`src/rtl/mat_xfer_ctrl_pkg.sv`:
```
// Shared sizes, select/mode codes and FSM encoding for the matrix register-bank transfer controller.
package mat_xfer_pkg;
  localparam int WORD_W = 16;
  localparam int MAT_W  = 200;
  localparam int NWORDS = (MAT_W + WORD_W - 1) / WORD_W;

  localparam logic [3:0] LAST_IDX = 4'd12;

  localparam logic [1:0] SEL_B = 2'd0;
  localparam logic [1:0] SEL_A = 2'd1;
  localparam logic [1:0] SEL_C = 2'd2;

  typedef enum logic [1:0] {
    MODE_LOAD_B  = 2'b00,
    MODE_LOAD_A  = 2'b01,
    MODE_READ_C  = 2'b10,
    MODE_LOAD_AB = 2'b11
  } mode_e;

  typedef enum logic [2:0] {
    ST_IDLE,
    ST_SETUP,
    ST_STROBE,
    ST_HOLD,
    ST_DONE
  } state_e;

  function automatic logic [1:0] first_sel(input mode_e m);
    case (m)
      MODE_LOAD_B: return SEL_B;
      MODE_READ_C: return SEL_C;
      default:     return SEL_A;
    endcase
  endfunction
endpackage

```
`src/rtl/mat_xfer_ctrl_if.sv`:
```
// Register-bank strobe bus: the controller drives address/data/strobe, the bank returns read data.
interface mat_xfer_ctrl_if;
  import mat_xfer_pkg::*;

  logic [WORD_W-1:0] bus_wdata;
  logic [5:0]        bus_adrs;
  logic              bus_done;
  logic [WORD_W-1:0] bus_rdata;

  modport master (output bus_wdata, output bus_adrs, output bus_done, input bus_rdata);
  modport slave  (input bus_wdata, input bus_adrs, input bus_done, output bus_rdata);
endinterface

```
`src/rtl/mat_xfer_ctrl_word_mux.sv`:
```
// Picks one 16-bit word out of a 200-bit matrix; the top word carries 8 data bits plus zero padding.
module mat_word_mux
  import mat_xfer_pkg::*;
(
  input  logic [MAT_W-1:0]  mat,
  input  logic [3:0]        idx,
  output logic [WORD_W-1:0] word
);
  localparam int PAD_W = WORD_W * NWORDS - MAT_W;

  logic [WORD_W-1:0] words [16];

  always_comb begin
    for (int k = 0; k < 16; k++) words[k] = '0;
    for (int k = 0; k < NWORDS - 1; k++) words[k] = mat[k*WORD_W +: WORD_W];
    words[NWORDS-1] = {{PAD_W{1'b0}}, mat[MAT_W-1:(NWORDS-1)*WORD_W]};
  end

  assign word = words[idx];
endmodule

```
`src/rtl/mat_xfer_ctrl.sv`:
```
// Matrix transfer initiator: serialises A/B into bank writes and gathers C from bank reads.
// Optional strobe counter on xfer_count is enabled with MAT_XFER_COUNT_EN.
module mat_xfer_ctrl
  import mat_xfer_pkg::*;
#(
  parameter int STROBE_W = 1
) (
  input  logic             clk,
  input  logic             rst_n,
  input  logic             start,
  input  logic [1:0]       mode,
  input  logic [MAT_W-1:0] src_a,
  input  logic [MAT_W-1:0] src_b,
  mat_xfer_ctrl_if.master  bus,
  output logic [MAT_W-1:0] result_c,
  output logic             busy,
  output logic             xfer_done,
  output logic             cmd_err,
  output logic [15:0]      xfer_count
);
  localparam logic [1:0] STB_LAST = 2'(STROBE_W - 1);

  state_e            state;
  mode_e             mode_q;
  logic [1:0]        sel, n_sel;
  logic [3:0]        idx, n_idx;
  logic              more;
  logic [1:0]        stb_cnt;
  logic [MAT_W-1:0]  a_q, b_q, mux_mat;
  logic [WORD_W-1:0] mux_word;
  logic [WORD_W-1:0] shadow [NWORDS-1];
  logic [WORD_W*(NWORDS-1)-1:0] shadow_flat;

  // Next word to put on the bus: first word of a new command, or the successor after HOLD.
  always_comb begin
    n_sel = sel;
    n_idx = idx + 4'd1;
    more  = 1'b1;
    if (state == ST_IDLE) begin
      n_sel = first_sel(mode_e'(mode));
      n_idx = '0;
    end else if (idx == LAST_IDX) begin
      if (mode_q == MODE_LOAD_AB && sel == SEL_A) begin
        n_sel = SEL_B;
        n_idx = '0;
      end else begin
        more = 1'b0;
      end
    end
  end

  // Sources are not yet captured in IDLE, so the first word comes straight from the ports.
  assign mux_mat = (state == ST_IDLE) ? ((n_sel == SEL_B) ? src_b : src_a)
                                      : ((n_sel == SEL_B) ? b_q   : a_q);

  mat_word_mux u_word_mux (
    .mat  (mux_mat),
    .idx  (n_idx),
    .word (mux_word)
  );

  always_comb begin
    shadow_flat = '0;
    for (int k = 0; k < NWORDS - 1; k++) shadow_flat[k*WORD_W +: WORD_W] = shadow[k];
  end

  always_ff @(posedge clk or negedge rst_n) begin
    if (!rst_n) begin
      state         <= ST_IDLE;
      mode_q        <= MODE_LOAD_B;
      sel           <= SEL_B;
      idx           <= '0;
      stb_cnt       <= '0;
      a_q           <= '0;
      b_q           <= '0;
      result_c      <= '0;
      busy          <= 1'b0;
      xfer_done     <= 1'b0;
      cmd_err       <= 1'b0;
      bus.bus_wdata <= '0;
      bus.bus_adrs  <= '0;
      bus.bus_done  <= 1'b0;
      for (int k = 0; k < NWORDS - 1; k++) shadow[k] <= '0;
    end else begin
      xfer_done <= 1'b0;
      cmd_err   <= start && (state != ST_IDLE);
      case (state)
        ST_IDLE: begin
          if (start) begin
            mode_q       <= mode_e'(mode);
            a_q          <= src_a;
            b_q          <= src_b;
            sel          <= n_sel;
            idx          <= n_idx;
            busy         <= 1'b1;
            bus.bus_adrs <= {n_sel, n_idx};
            if (n_sel != SEL_C) bus.bus_wdata <= mux_word;
            state        <= ST_SETUP;
          end
        end
        ST_SETUP: begin
          bus.bus_done <= 1'b1;
          stb_cnt      <= '0;
          state        <= ST_STROBE;
        end
        ST_STROBE: begin
          if (stb_cnt == STB_LAST) begin
            bus.bus_done <= 1'b0;
            state        <= ST_HOLD;
          end else begin
            stb_cnt <= stb_cnt + 2'd1;
          end
        end
        ST_HOLD: begin
          if (sel == SEL_C && idx != LAST_IDX) shadow[idx] <= bus.bus_rdata;
          if (more) begin
            sel          <= n_sel;
            idx          <= n_idx;
            bus.bus_adrs <= {n_sel, n_idx};
            if (n_sel != SEL_C) bus.bus_wdata <= mux_word;
            state        <= ST_SETUP;
          end else begin
            // The last read word merges straight in so result_c is whole during DONE.
            if (sel == SEL_C)
              result_c <= {bus.bus_rdata[MAT_W-(NWORDS-1)*WORD_W-1:0], shadow_flat};
            xfer_done <= 1'b1;
            state     <= ST_DONE;
          end
        end
        ST_DONE: begin
          busy  <= 1'b0;
          state <= ST_IDLE;
        end
        default: state <= ST_IDLE;
      endcase
    end
  end

`ifdef MAT_XFER_COUNT_EN
  // Every SETUP is followed by a strobe, so leaving SETUP marks one bus_done rising edge.
  always_ff @(posedge clk or negedge rst_n) begin
    if (!rst_n)
      xfer_count <= '0;
    else if (state == ST_SETUP && xfer_count != 16'hFFFF)
      xfer_count <= xfer_count + 16'd1;
  end
`else
  assign xfer_count = '0;
`endif
endmodule

```
`src/flat_wrapper.sv`:
```
// flat-port wrapper written by rule: the top's interface ports become plain ports
module mat_xfer_ctrl_flat import mat_xfer_pkg::*;
#(
  parameter int STROBE_W = 1
)
  (clk, rst_n, start, mode, src_a, src_b, result_c, busy, xfer_done, cmd_err, xfer_count, bus_bus_wdata, bus_bus_adrs, bus_bus_done, bus_bus_rdata);
  mat_xfer_ctrl_if bus_i ();
  input  logic clk;
  input  logic rst_n;
  input  logic start;
  input  logic [1:0] mode;
  input  logic [MAT_W-1:0] src_a;
  input  logic [MAT_W-1:0] src_b;
  output logic [MAT_W-1:0] result_c;
  output logic busy;
  output logic xfer_done;
  output logic cmd_err;
  output logic [15:0] xfer_count;
  output wire logic [$bits(bus_i.bus_wdata)-1:0] bus_bus_wdata;
  output wire logic [$bits(bus_i.bus_adrs)-1:0] bus_bus_adrs;
  output wire logic [$bits(bus_i.bus_done)-1:0] bus_bus_done;
  input wire logic [$bits(bus_i.bus_rdata)-1:0] bus_bus_rdata;
  assign bus_bus_wdata = bus_i.bus_wdata;
  assign bus_bus_adrs = bus_i.bus_adrs;
  assign bus_bus_done = bus_i.bus_done;
  assign bus_i.bus_rdata = bus_bus_rdata;
  mat_xfer_ctrl #(.STROBE_W(STROBE_W)) u_core (.clk(clk), .rst_n(rst_n), .start(start), .mode(mode), .src_a(src_a), .src_b(src_b), .bus(bus_i), .result_c(result_c), .busy(busy), .xfer_done(xfer_done), .cmd_err(cmd_err), .xfer_count(xfer_count));
endmodule
```
`config.mk`:
```
export PLATFORM = sky130hd
export DESIGN_NAME = mat_xfer_ctrl_flat
export DESIGN_NICKNAME = d
export VERILOG_FILES = /design/src/rtl/mat_xfer_ctrl_pkg.sv /design/src/rtl/mat_xfer_ctrl_if.sv /design/src/rtl/mat_xfer_ctrl_word_mux.sv /design/src/rtl/mat_xfer_ctrl.sv /design/src/flat_wrapper.sv
export SDC_FILE = /design/constraint.sdc
export NUM_CORES = 1
export LEC_CHECK = 0
export ABC_AREA = 0
export CORE_AREA = 2 2 259 261
export DETAILED_ROUTE_END_ITERATION = 8
export DIE_AREA = 0 0 261 263
export DONT_BUFFER_PORTS = 1
export PLACE_DENSITY = 0.72
export RECOVER_POWER = 100
export SYNTH_ARGS = -nofsm -noshare
export SYNTH_HDL_FRONTEND = slang
export SYNTH_HIERARCHICAL = 1
export SYNTH_SLANG_ARGS = --single-unit
```
`constraint.sdc`:
```
create_clock -name clk -period 4.6 [get_ports clk]
set_input_delay 0.69 -clock clk [delete_from_list [all_inputs] [get_ports clk]]
set_output_delay 0.69 -clock clk [all_outputs]
set_load 0.1 [all_outputs]
```
# After elaboration in Yosys (flattened, before gate mapping)
# Cells that the tools add are included.
[word_totals] register_bits=831 elab_cells=113 out_inout_bits=242 in_bits=421
[op_classes] addsub=2 n_mux=44 magnitude_cmp=3 bitwise=3 n_reduce_logical=20 eq_ne=15
[op_table] op="$mux W200" count=3
[op_table] op="$bwmux W192" count=1
[op_table] op="$mux W16" count=6
[op_table] op="$bmux W16 S4" count=1
[op_table] op="$demux W16 S4" count=1
[op_table] op="$pmux W16 S2" count=1
[op_table] op="$mux W4" count=5
[op_table] op="$mux W2" count=6
[op_table] op="$mux W6" count=2
[op_table] op="$pmux W2 S2" count=3
[op_table] op="$pmux W3 S4" count=1
[op_table] op="$pmux W6 S2" count=1
[op_table] op="$reduce_and A2 Y1" count=6
[op_table] op="$ge A5 B5 Y1 const B" count=2
[op_table] op="$not A4 Y5" count=2
[op_table] op="$mux W3" count=3
[op_table] op="$pmux W4 S2" count=1
[op_table] op="$mux W1" count=7
[op_table] op="$eq A2 B2 Y1 const B" count=3
[op_table] op="$eq A3 B2 Y1 const B" count=2
[op_table] op="$logic_not A2 Y1" count=3
[op_table] op="$ne A2 B2 Y1 const B" count=3
[op_table] op="$reduce_and A3 Y1" count=2
[op_table] op="$reduce_bool A2 Y1" count=3
[op_table] op="other kinds (14)" count=19

# Logic depth before layout (Yosys ltp)
# Gate-level depths: netlist of the first run.
[logic_depth] ltp_word=14 depth_mapped=13 depth_no_buf=10

# Modules after synthesis
# Netlist of the first run, hierarchy kept.
[by_module_without_submodules] mod="mat_xfer_ctrl" seq_area_each_um2=20644.8 n_inst=1 area_each_um2=35556.6 cells_each=3187
[by_module_without_submodules] mod="mat_word_mux" seq_area_each_um2=0.0 n_inst=1 area_each_um2=1684.1 cells_each=146

# Worst setup path after synthesis of the first run
# Ideal clock, no wire load.
[synth_timing] path_kind="register -> register" from="register u_core/bus.bus_adrs[0] (netlist name)" to="register u_core.bus.bus_wdata[2]" arrival_time_ps=3576 path_slack_ps=898 required_time_ps=4474 setup_ps=126 period_less_slack_ps=3702 n_path_buf=3 stages_incl_launch_ff=14 cell_sequence="dfrtp_1 > inv_1 > ha_1 > clkbuf_1 > nand3_1 > o22a_1 > nand2b_1 > clkbuf_1 > buf_1 > o221a_2 > mux4_1 > a22oi_1 > o211ai_1 > mux2_2"
[synth_rtl] item="end signal, assigned" line="mat_xfer_ctrl.sv:97" source="if (n_sel != SEL_C) bus.bus_wdata <= mux_word;"
[synth_rtl] item="end signal, assigned" line="mat_xfer_ctrl.sv:120" source="if (n_sel != SEL_C) bus.bus_wdata <= mux_word;"
[synth_rtl] item="end, declared" line="mat_xfer_ctrl_if.sv:10" source="modport master (output bus_wdata, output bus_adrs, output bus_done, input bus_rdata);"

# Final worst setup path of the first run
[layout_timing] from="register u_core.state[0]" to="register u_core.bus.bus_wdata[7]"
[layout_via] elab_chain_len=11 elab_cells_between_ends=22 cone_classes="eq/ne: 4; mux: 13; bitwise: 1; reduce/logical: 4"
[layout_rtl] item="start, declared" line="mat_xfer_ctrl.sv:23" source="state_e state;"
[layout_rtl] item="start signal, assigned" line="mat_xfer_ctrl.sv:69" source="state <= ST_IDLE;"
[layout_rtl] item="start signal, assigned" line="mat_xfer_ctrl.sv:98" source="state <= ST_SETUP;"
[layout_rtl] item="start signal, assigned" line="mat_xfer_ctrl.sv:104" source="state <= ST_STROBE;"
[layout_rtl] item="$logic_not A3 Y1 *" line="mat_xfer_ctrl.sv:39, mat_xfer_ctrl.sv:53"
[layout_rtl] item="$mux W2" line="mat_xfer_ctrl.sv:39" source="if (state == ST_IDLE) begin"
[layout_rtl] item="$logic_not A2 Y1" line="mat_xfer_ctrl.sv:53, mat_xfer_ctrl.sv:54"
[layout_rtl] item="$mux W200, on equally long branches" line="mat_xfer_ctrl.sv:54, mat_xfer_ctrl.sv:53"
[layout_rtl] item="$mux W200 *" line="mat_xfer_ctrl.sv:53" source="assign mux_mat = (state == ST_IDLE) ? ((n_sel == SEL_B) ? src_b : src_a)"
[layout_rtl] item="via u_core.mux_mat[71]" line="mat_xfer_ctrl.sv:29" source="logic [MAT_W-1:0] a_q, b_q, mux_mat;"
[layout_rtl] item="$bmux W16 S4 *" line="mat_xfer_ctrl_word_mux.sv:19" source="assign word = words[idx];"
[layout_rtl] item="$mux W16 (implied by the code) * (2 in series)" line="mat_xfer_ctrl_word_mux.sv:19"
[layout_rtl] item="via u_core.mux_word[7]" line="mat_xfer_ctrl.sv:30" source="logic [WORD_W-1:0] mux_word;"
[layout_rtl] item="$mux W16 *" line="mat_xfer_ctrl.sv:97, mat_xfer_ctrl.sv:120"
[layout_rtl] item="$mux W16, on equally long branches" line="mat_xfer_ctrl.sv:116, mat_xfer_ctrl.sv:89"
[layout_rtl] item="$pmux W16 S2 *" line="mat_xfer_ctrl.sv:87" source="case (state)"
# The timed path passes the listed nets; every way through them passes the cells marked *. The select of a mux whose other input is x is not followed.
# A chain may end at the register's enable or synchronous reset.

==> results.md, run 1 <==
* Synth Area in Simple Gates at 13.6%
* Final WL at 115000 microns
* WP data arrival at 4.69 ns
* Mux contribution to synthesized area at 15.5%
* WP data required at 5.11 ns
* Max-slew violation count at 1327
* Synth async-reset ratio at 100%
* Netlist cell types at 49
* Cells on worst reg2reg path at 9
* Worst vdd ir at 0.552 mV
* Final ANT Viol Nets at 0
* DRC viols at 0
* Initial core utilization at 56.7%
* Synth Area in XOR/XNOR at 0.0706%
* CTS tree: built
* Final Critical Period at 4.17 ns
* Reg2reg setup slack at 0.43 ns
* Seq/Total Area, Yosys at 55.4%
* Number of global-route vias before repair at 26900
* Largest net degree at the start of global routing at 826
* R2R Path End: u_core/bus.bus_wdata[7]$_DFFE_PN0P_
* Setup Buffers After CTS at 0
* Post-synthesis adder-cell area fraction at 0.168%
* Number of detailed-route iterations in the first pass at 7
* Post-Syn Instances at 3333
* Combinational share of power at 34.2%
* Initial antenna violation count at 4
* GRT Util Overall at 33.0%
* Pwr Density at 899 mW/mm^2
* Net Sw Frac at 45.3%
* Most used DFF post-synth: dfrtp_1
* Die footprint at 0.0686 sq mm
* Synth Cell Area at 0.0372 sq mm
* Placed cell area at 0.0376 sq mm
* Setup repair after global routing missed its margin: false
* Design Area, Final at 0.0405 sq mm
* Worst skew pair latency at 0.64 ns
* CP Capture Type: flop
* Die Wd at 261 microns
* CTS root buffer: clkbuf_16
* Total core area at 0.0656 sq mm
* Area delta synth->final at 8.66%
* Worst slew pin tran at 2.73 ns
* RR Startpoint: u_core/state[0]$_DFFE_PN0P_
* Clk sinks at 825
* F_max at 0.240 GHz
* Hold Crit Class: input port to asynchronous set/reset pin
* Sequential share of power at 45.9%
* Routed len/inst at 27.7 microns
* Number of synthesized flops with an enable pin at 0
* Grt ovf at 0
* Largest family of logic cells by synthesized area: multiplexers
* Clock network power share at 19.9%
* Type of the worst setup path: flop to flop
* Finish-stage setup viols at 0
* Internal power at 19900 uW
* Compound-Gate Fraction of Synth Area at 11.8%
* Final HPWL DP at 77300 microns
* Via-to-Cell Ratio at 6.37
* Total Nets Final at 3629
* FF+latch count, synth at 825
* Final Cycle Share at 90.7%
* Vias at 26400
* Post-CTS Resized at 0
* Max FO, Critical Path at 200
* Avg Synthesized Cell Area at 11.2 sq um
* Longest Clk Path Bufs at 3
* WHS at -0.253 ns
* Yosys warns at 6
* Share of cells above drive strength 1 at 25.5%
* Iteration-0 DRC Markers at 2778
* Setup Skew at 0.0267 ns
* Leakage at 0.0191 uW
* Clock buffers created by TritonCTS at 88
* Sw Pwr at 16500 uW
* Setup TNS Final at 0 ns
* Io pins at 663
* Max Cap Violations at 5
* Crit path launch type: flop
* Outcome: finished, violations left
* Relative slew slack at -82.2%
* Port Buf Inserts at 0
* DIE HEIGHT at 263 microns
* First-pass GRT wire length at 171000 microns
* Final Hold Viols at 46
* Global placer's final weighted congestion at 0.918
* Reg clk slew, reported paths at 0.06 ns
* Violated checks: negative hold slack, max-capacitance violations, max-slew violations
* Num rows at 94
* H-tree levels at 3
critical path: stages (launching register included):
cell and delay [ns]:
dfrtp_1 0.53, nor3_1 0.70, o21ai_4 0.13, buf_12 0.24, o22a_1 0.53, o221a_2 0.14, mux4_1 0.62, a22oi_1 0.26
o211ai_1 0.12, mux2_2 0.27
layer usage:
metal	up-vias	global-route usage, %	part of all wire [%]
li1	11300	-	-
met1	13300	39.0	36
met2	1394	52.3	47
met3	321	12.7	11
met4	2	17.0	6.1
met5	-	0	0.015
metrics by stage:
step           worst slack, ns  power, uW  instances  utilization, %  hold slack [ns]
5_1_grt                  0.348      37900       4137            61.7           -0.297
2_1_floorplan            0.898      25200       3348               -            0.394
6_report                 0.427      36400       4138            61.7           -0.253
4_1_cts                  0.580      36400       4137            61.9           -0.281
3_3_place_gp             0.683      28500       3977            57.3            0.411
3_5_place_dp             0.597      29100       3977            57.3            0.411
cell usage in the layout (no fill, tap or decap), types with 4 or more instances in the layout:
cell type / n
a22o_1: 4
a22oi_1: 8
a31oi_1: 5
buf_12: 8
buf_4: 19
bufinv_16: 6
clkbuf_1: 17
clkbuf_16: 89
clkbuf_8: 20
clkinv_2: 22
conb_1: 16
dfrtp_1: 825
ha_1: 5
inv_1: 6
mux2_1: 5
mux2_2: 420
mux2i_1: 5
mux4_1: 13
mux4_2: 27
nand2_1: 1238
nand2b_1: 8
nand3b_1: 6
nor2_1: 21
nor3_1: 4
o211ai_1: 4
o21ai_0: 11
o221a_2: 200
o221ai_1: 8
o22a_1: 202
power groups by stage:
stage | Sequential [uW] | Combinational (uW) | Clock (uW)
detailed placement | 16800 | 12300 | 0
floorplan | 16200 | 9080 | 0
CTS | 16700 | 12400 | 7370
finish | 16700 | 12400 | 7230
global route | 17000 | 13200 | 7700
global placement | 16600 | 11900 | 0
sequential cells by signal, indices dropped and copies added (netlist names):
signal	flops
u_core/result_c	200
u_core/shadow	192
u_core/b_q	200
u_core/a_q	200
u_core/state	3
u_core/cmd_err	1
u_core/stb_cnt	2
u_core/bus.bus_wdata	16
u_core/busy	1
u_core/bus.bus_done	1
u_core/xfer_done	1
u_core/bus.bus_adrs	6
u_core/mode_q	2
synthesized netlist by cell type (all sizes together) (6+ instances only):
master | number | share of area (%)
o21ai | 12 | 0.16
mux2 | 425 | 13
o22a | 202 | 4.8
mux4 | 40 | 2.6
o221a | 200 | 6.0
dfrtp | 825 | 55
nand2 | 1239 | 13
nand3b | 6 | 0.13
o221ai | 9 | 0.23
inv | 6 | 0.060
nor2 | 23 | 0.23
clkbuf | 156 | 1.6
buf | 114 | 1.7
nand2b | 9 | 0.15
a22oi | 8 | 0.16
logic make-up (layout without fill, tap and decap cells):
kind of cell,Yosys count,count (layout)
AO/OA/AOI/OAI,452,452
buffers and inverters,277,202
AND/OR/NAND/NOR,1300,1300
other,1,17
multiplexers,470,470
flip-flops,825,825
XOR/XNOR,3,3
adder cells (fa/ha/maj),5,5
how the worst max path moves through the flow:
stage	from	cells after the start	slack, ns	end
floorplan	u_core/bus.bus_adrs[0]$_DFFE_PN0P_	13	0.90	u_core/bus.bus_wdata[2]$_DFFE_PN0P_
global placement	u_core/state[0]$_DFFE_PN0P_	10	0.68	u_core/bus.bus_wdata[3]$_DFFE_PN0P_
detailed placement	u_core/state[0]$_DFFE_PN0P_	10	0.60	u_core/bus.bus_wdata[3]$_DFFE_PN0P_
CTS	u_core/state[0]$_DFFE_PN0P_	10	0.58	u_core/bus.bus_wdata[3]$_DFFE_PN0P_
global route	u_core/bus.bus_adrs[1]$_DFFE_PN0P_	8	0.35	u_core/bus.bus_wdata[5]$_DFFE_PN0P_
finish	u_core/state[0]$_DFFE_PN0P_	9	0.43	u_core/bus.bus_wdata[7]$_DFFE_PN0P_
final cells by class:
class                           instances  area, sq um
Antenna cell                            1         2.50
Tap cell                              864         1080
Clock buffer                          122         2550
Inverter                                7         26.3
Clock inverter                         38          464
Timing Repair Buffer                   35          349
Sequential cell                       825        20600
Fill cell                            5051        25200
Multi-Input combinational cell       2246        15300
Note: power is estimated with default switching activity, not from simulation.
==> run 2: changes to the inputs <==
--- a/config.mk
+++ b/config.mk
@@ -6,11 +6,12 @@
 export NUM_CORES = 1
 export LEC_CHECK = 0
 export ABC_AREA = 0
-export CORE_AREA = 2 2 259 261
+export CELL_PAD_IN_SITES_DETAIL_PLACEMENT = 1
+export CELL_PAD_IN_SITES_GLOBAL_PLACEMENT = 1
+export CORE_UTILIZATION = 54
 export DETAILED_ROUTE_END_ITERATION = 8
-export DIE_AREA = 0 0 261 263
 export DONT_BUFFER_PORTS = 1
-export PLACE_DENSITY = 0.72
+export PLACE_DENSITY_LB_ADDON = 0.1
 export RECOVER_POWER = 100
 export SYNTH_ARGS = -nofsm -noshare
 export SYNTH_HDL_FRONTEND = slang
==> constraint.sdc (replaced) <==
create_clock -name clk -period 4.8 [get_ports clk]
set_input_delay 0.72 -clock clk [delete_from_list [all_inputs] [get_ports clk]]
set_output_delay 0.72 -clock clk [all_outputs]
set_load 0.1 [all_outputs]
==> results.md, run 2 (synthesis results as in run 1) <==
* Total Nets Final at 3639 (+0.28%)
* WP data arrival at 4.98 ns (+0.29 ns)
* CTS tree: built
* CP Capture Type: flop
* Biggest regs: u_core/a_q (200), u_core/b_q (200), u_core/result_c (200)
* Area delta synth->final at 8.91%
* Worst path bufs/invs at 2 (+1)
* Via-to-Cell Ratio at 6.41 (+0.58%)
* Fill cells at 6875 (+36%)
* Setup Buffers After CTS at 0 (unchanged)
* Final Cycle Share at 92.5% (+1.8 points)
* Slowest CP cell: nor3_1
* Post-CTS Resized at 0 (unchanged)
* H-tree levels at 3 (unchanged)
* Setup repair after global routing missed its margin: false
* Share of cells above drive strength 1 at 24.7% (-0.79 points)
* Die Wd at 265 microns (+1.4%)
* Most common cell after layout, fill and taps aside: nand2_1
* Final Hold Viols at 203 (+340%)
* Longest Clk Path Bufs at 3 (unchanged)
* Initial core utilization at 55.0% (-1.8 points)
* Leakage at 0.0191 uW (+0.18%)
* DIE HEIGHT at 265 microns (+0.61%)
* M1 GR Usage at 42.9% (+3.9 points)
* Setup Skew at 0.0291 ns (+0.00247 ns)
* Type of the worst setup path: flop to flop
* Iteration-0 DRC Markers at 2124 (-24%)
* Relative slew slack at -51.5% (+31 points)
* Final HPWL DP at 87300 microns (+13%)
* Worst vdd ir at 0.575 mV (+4.3%)
* Clk sinks at 825 (unchanged)
* Die footprint at 0.0700 sq mm (+2.0%)
* Max-slew violation count at 259 (-80%)
* CTS root buffer: clkbuf_16
* Met3 usage at 13.4% (+0.65 points)
* Max Cap Violations at 4 (-1)
* Final ANT Viol Nets at 0 (unchanged)
* Global placer's final weighted congestion at 0.904 (-1.5%)
* Total core area at 0.0678 sq mm (+3.2%)
* Port Buf Inserts at 0 (unchanged)
* Routed len/inst at 31.3 microns (+13%)
* Delay of the slowest critical-path stage at 1.33 ns (+0.63 ns)
* Grt peak-use layer: met2
* F_max at 0.225 GHz (-6.0%)
* Worst-path cell chain: clkbuf_1 > nand2b_1 > nor3_1 > clkbuf_4 > mux2_2
* Met2 global-route usage at 61.3% (+8.9 points)
* Vias at 26600 (+1.0%)
* Number of global-route vias before repair at 29200 (+8.4%)
* DRC viols at 0 (unchanged)
* Setup TNS Final at 0 ns (unchanged)
* Pwr Density at 877 mW/mm^2 (-2.4%)
* Outcome: finished, violations left
* Commonest cells after routing, fill and taps aside: nand2_1 (1238), dfrtp_1 (825), mux2_2 (399)
* Finish-stage setup viols at 0 (unchanged)
* Io pins at 663 (unchanged)
* Num rows at 95 (+1.1%)
* First-pass GRT wire length at 195000 microns (+14%)
* Max FO, Critical Path at 62 (-69%)
* Number of detailed-route iterations in the first pass at 5 (-2)
* Hold Crit Class: input port to asynchronous set/reset pin
* Worst skew pair latency at 0.66 ns (+0.02 ns)
* WP data required at 5.34 ns (+0.23 ns)
* Violated checks: negative hold slack, max-capacitance violations, max-slew violations
* GRT Util Overall at 37.3% (+4.3 points)
* Largest net degree at the start of global routing at 826 (unchanged)
* Initial antenna violation count at 1 (-3)
* Final WL at 130000 microns (+14%)
* Crit path launch type: flop
* Final Critical Period at 4.44 ns (+0.268 ns)
* Total power at 35600 uW (-2.2%)
* Worst slew pin tran at 2.27 ns (-0.461 ns)
* Delay-heaviest family, CP: simple AND/OR/NAND/NOR gates
* Reg clk slew, reported paths at 0.06 ns (about the same)
* WHS at -0.241 ns (+0.0112 ns)
* Grt ovf at 0 (unchanged)
* Clock buffers created by TritonCTS at 88 (unchanged)
==> run 2: cell count changes in the layout (fill, tap and decap cells not counted), moves of 2 or more <==
| cell | previous run | this run |
|---|---|---|
| mux2_1 | 5 | 26 |
| diode_2 | 1 | 4 |
| buf_4 | 19 | 21 |
| clkinv_2 | 22 | 9 |
| buf_12 | 8 | 10 |
| clkbuf_1 | 17 | 28 |
| clkbuf_2 | 1 | 3 |
| mux2_2 | 420 | 399 |
| clkbuf_8 | 20 | 26 |
==> run 2: worst paths after layout <==
check,start,cells past startpoint,to,slack [ns]
worst max-delay path,u_core/bus.bus_adrs[4]$_DFFE_PN0P_,5,u_core/result_c[105]$_DFFE_PN0P_,0.36
worst min-delay path,rst_n,0,u_core/result_c[126]$_DFFE_PN0P_,-0.24
worst max register to register,u_core/bus.bus_adrs[4]$_DFFE_PN0P_,5,u_core/result_c[105]$_DFFE_PN0P_,0.36
worst min register to register,u_core/b_q[151]$_DFFE_PN0P_,2,u_core/b_q[151]$_DFFE_PN0P_,0.48
max in group asynchronous,rst_n,0,u_core/a_q[83]$_DFFE_PN0P_,3.38
min in group clk,src_b[94],2,u_core/b_q[94]$_DFFE_PN0P_,0.16
==> run 2: where the power goes <==
group	leakage (uW)	switching [uW]	internal, uW
clock	0.00147	2940	4110
combinational	0.00729	6870	5460
sequential	0.0103	6690	9500
total	0.0191	16500	19100
==> run 2: per-layer routing <==
layer / part of all wire (%) / up-vias
li1: - / 11300
met1: 36 / 14000
met2: 48 / 995
met3: 9.5 / 336
met4: 6.0 / 0
met5: 0 / -
==> run 2: per-stage QoR <==
stage                     area (sq um)  instances  setup slack, ns  util, %
after detailed placement         37700       3996            0.810     55.7
after CTS                        40700       4153            0.749     60.1
after global placement           37700       3996            0.810     55.7
after floorplan                  37300       3348             1.10        -
after global routing             40500       4153            0.289     59.8
final                            40600       4157            0.358     59.9
==> run 2: area by class of cell <==
type | instances | area [sq um] | area share (%)
flip-flops and latches | 825 | 20600 | 50.9
multi-input cells | 2246 | 15400 | 37.9
clock buffers | 135 | 2660 | 6.56
well taps | 873 | 1090 | 2.69
repair buffers | 45 | 425 | 1.05
clock inverters | 22 | 340 | 0.839
inverters | 7 | 26.3 | 0.0648
diodes | 4 | 10.0 | 0.0247
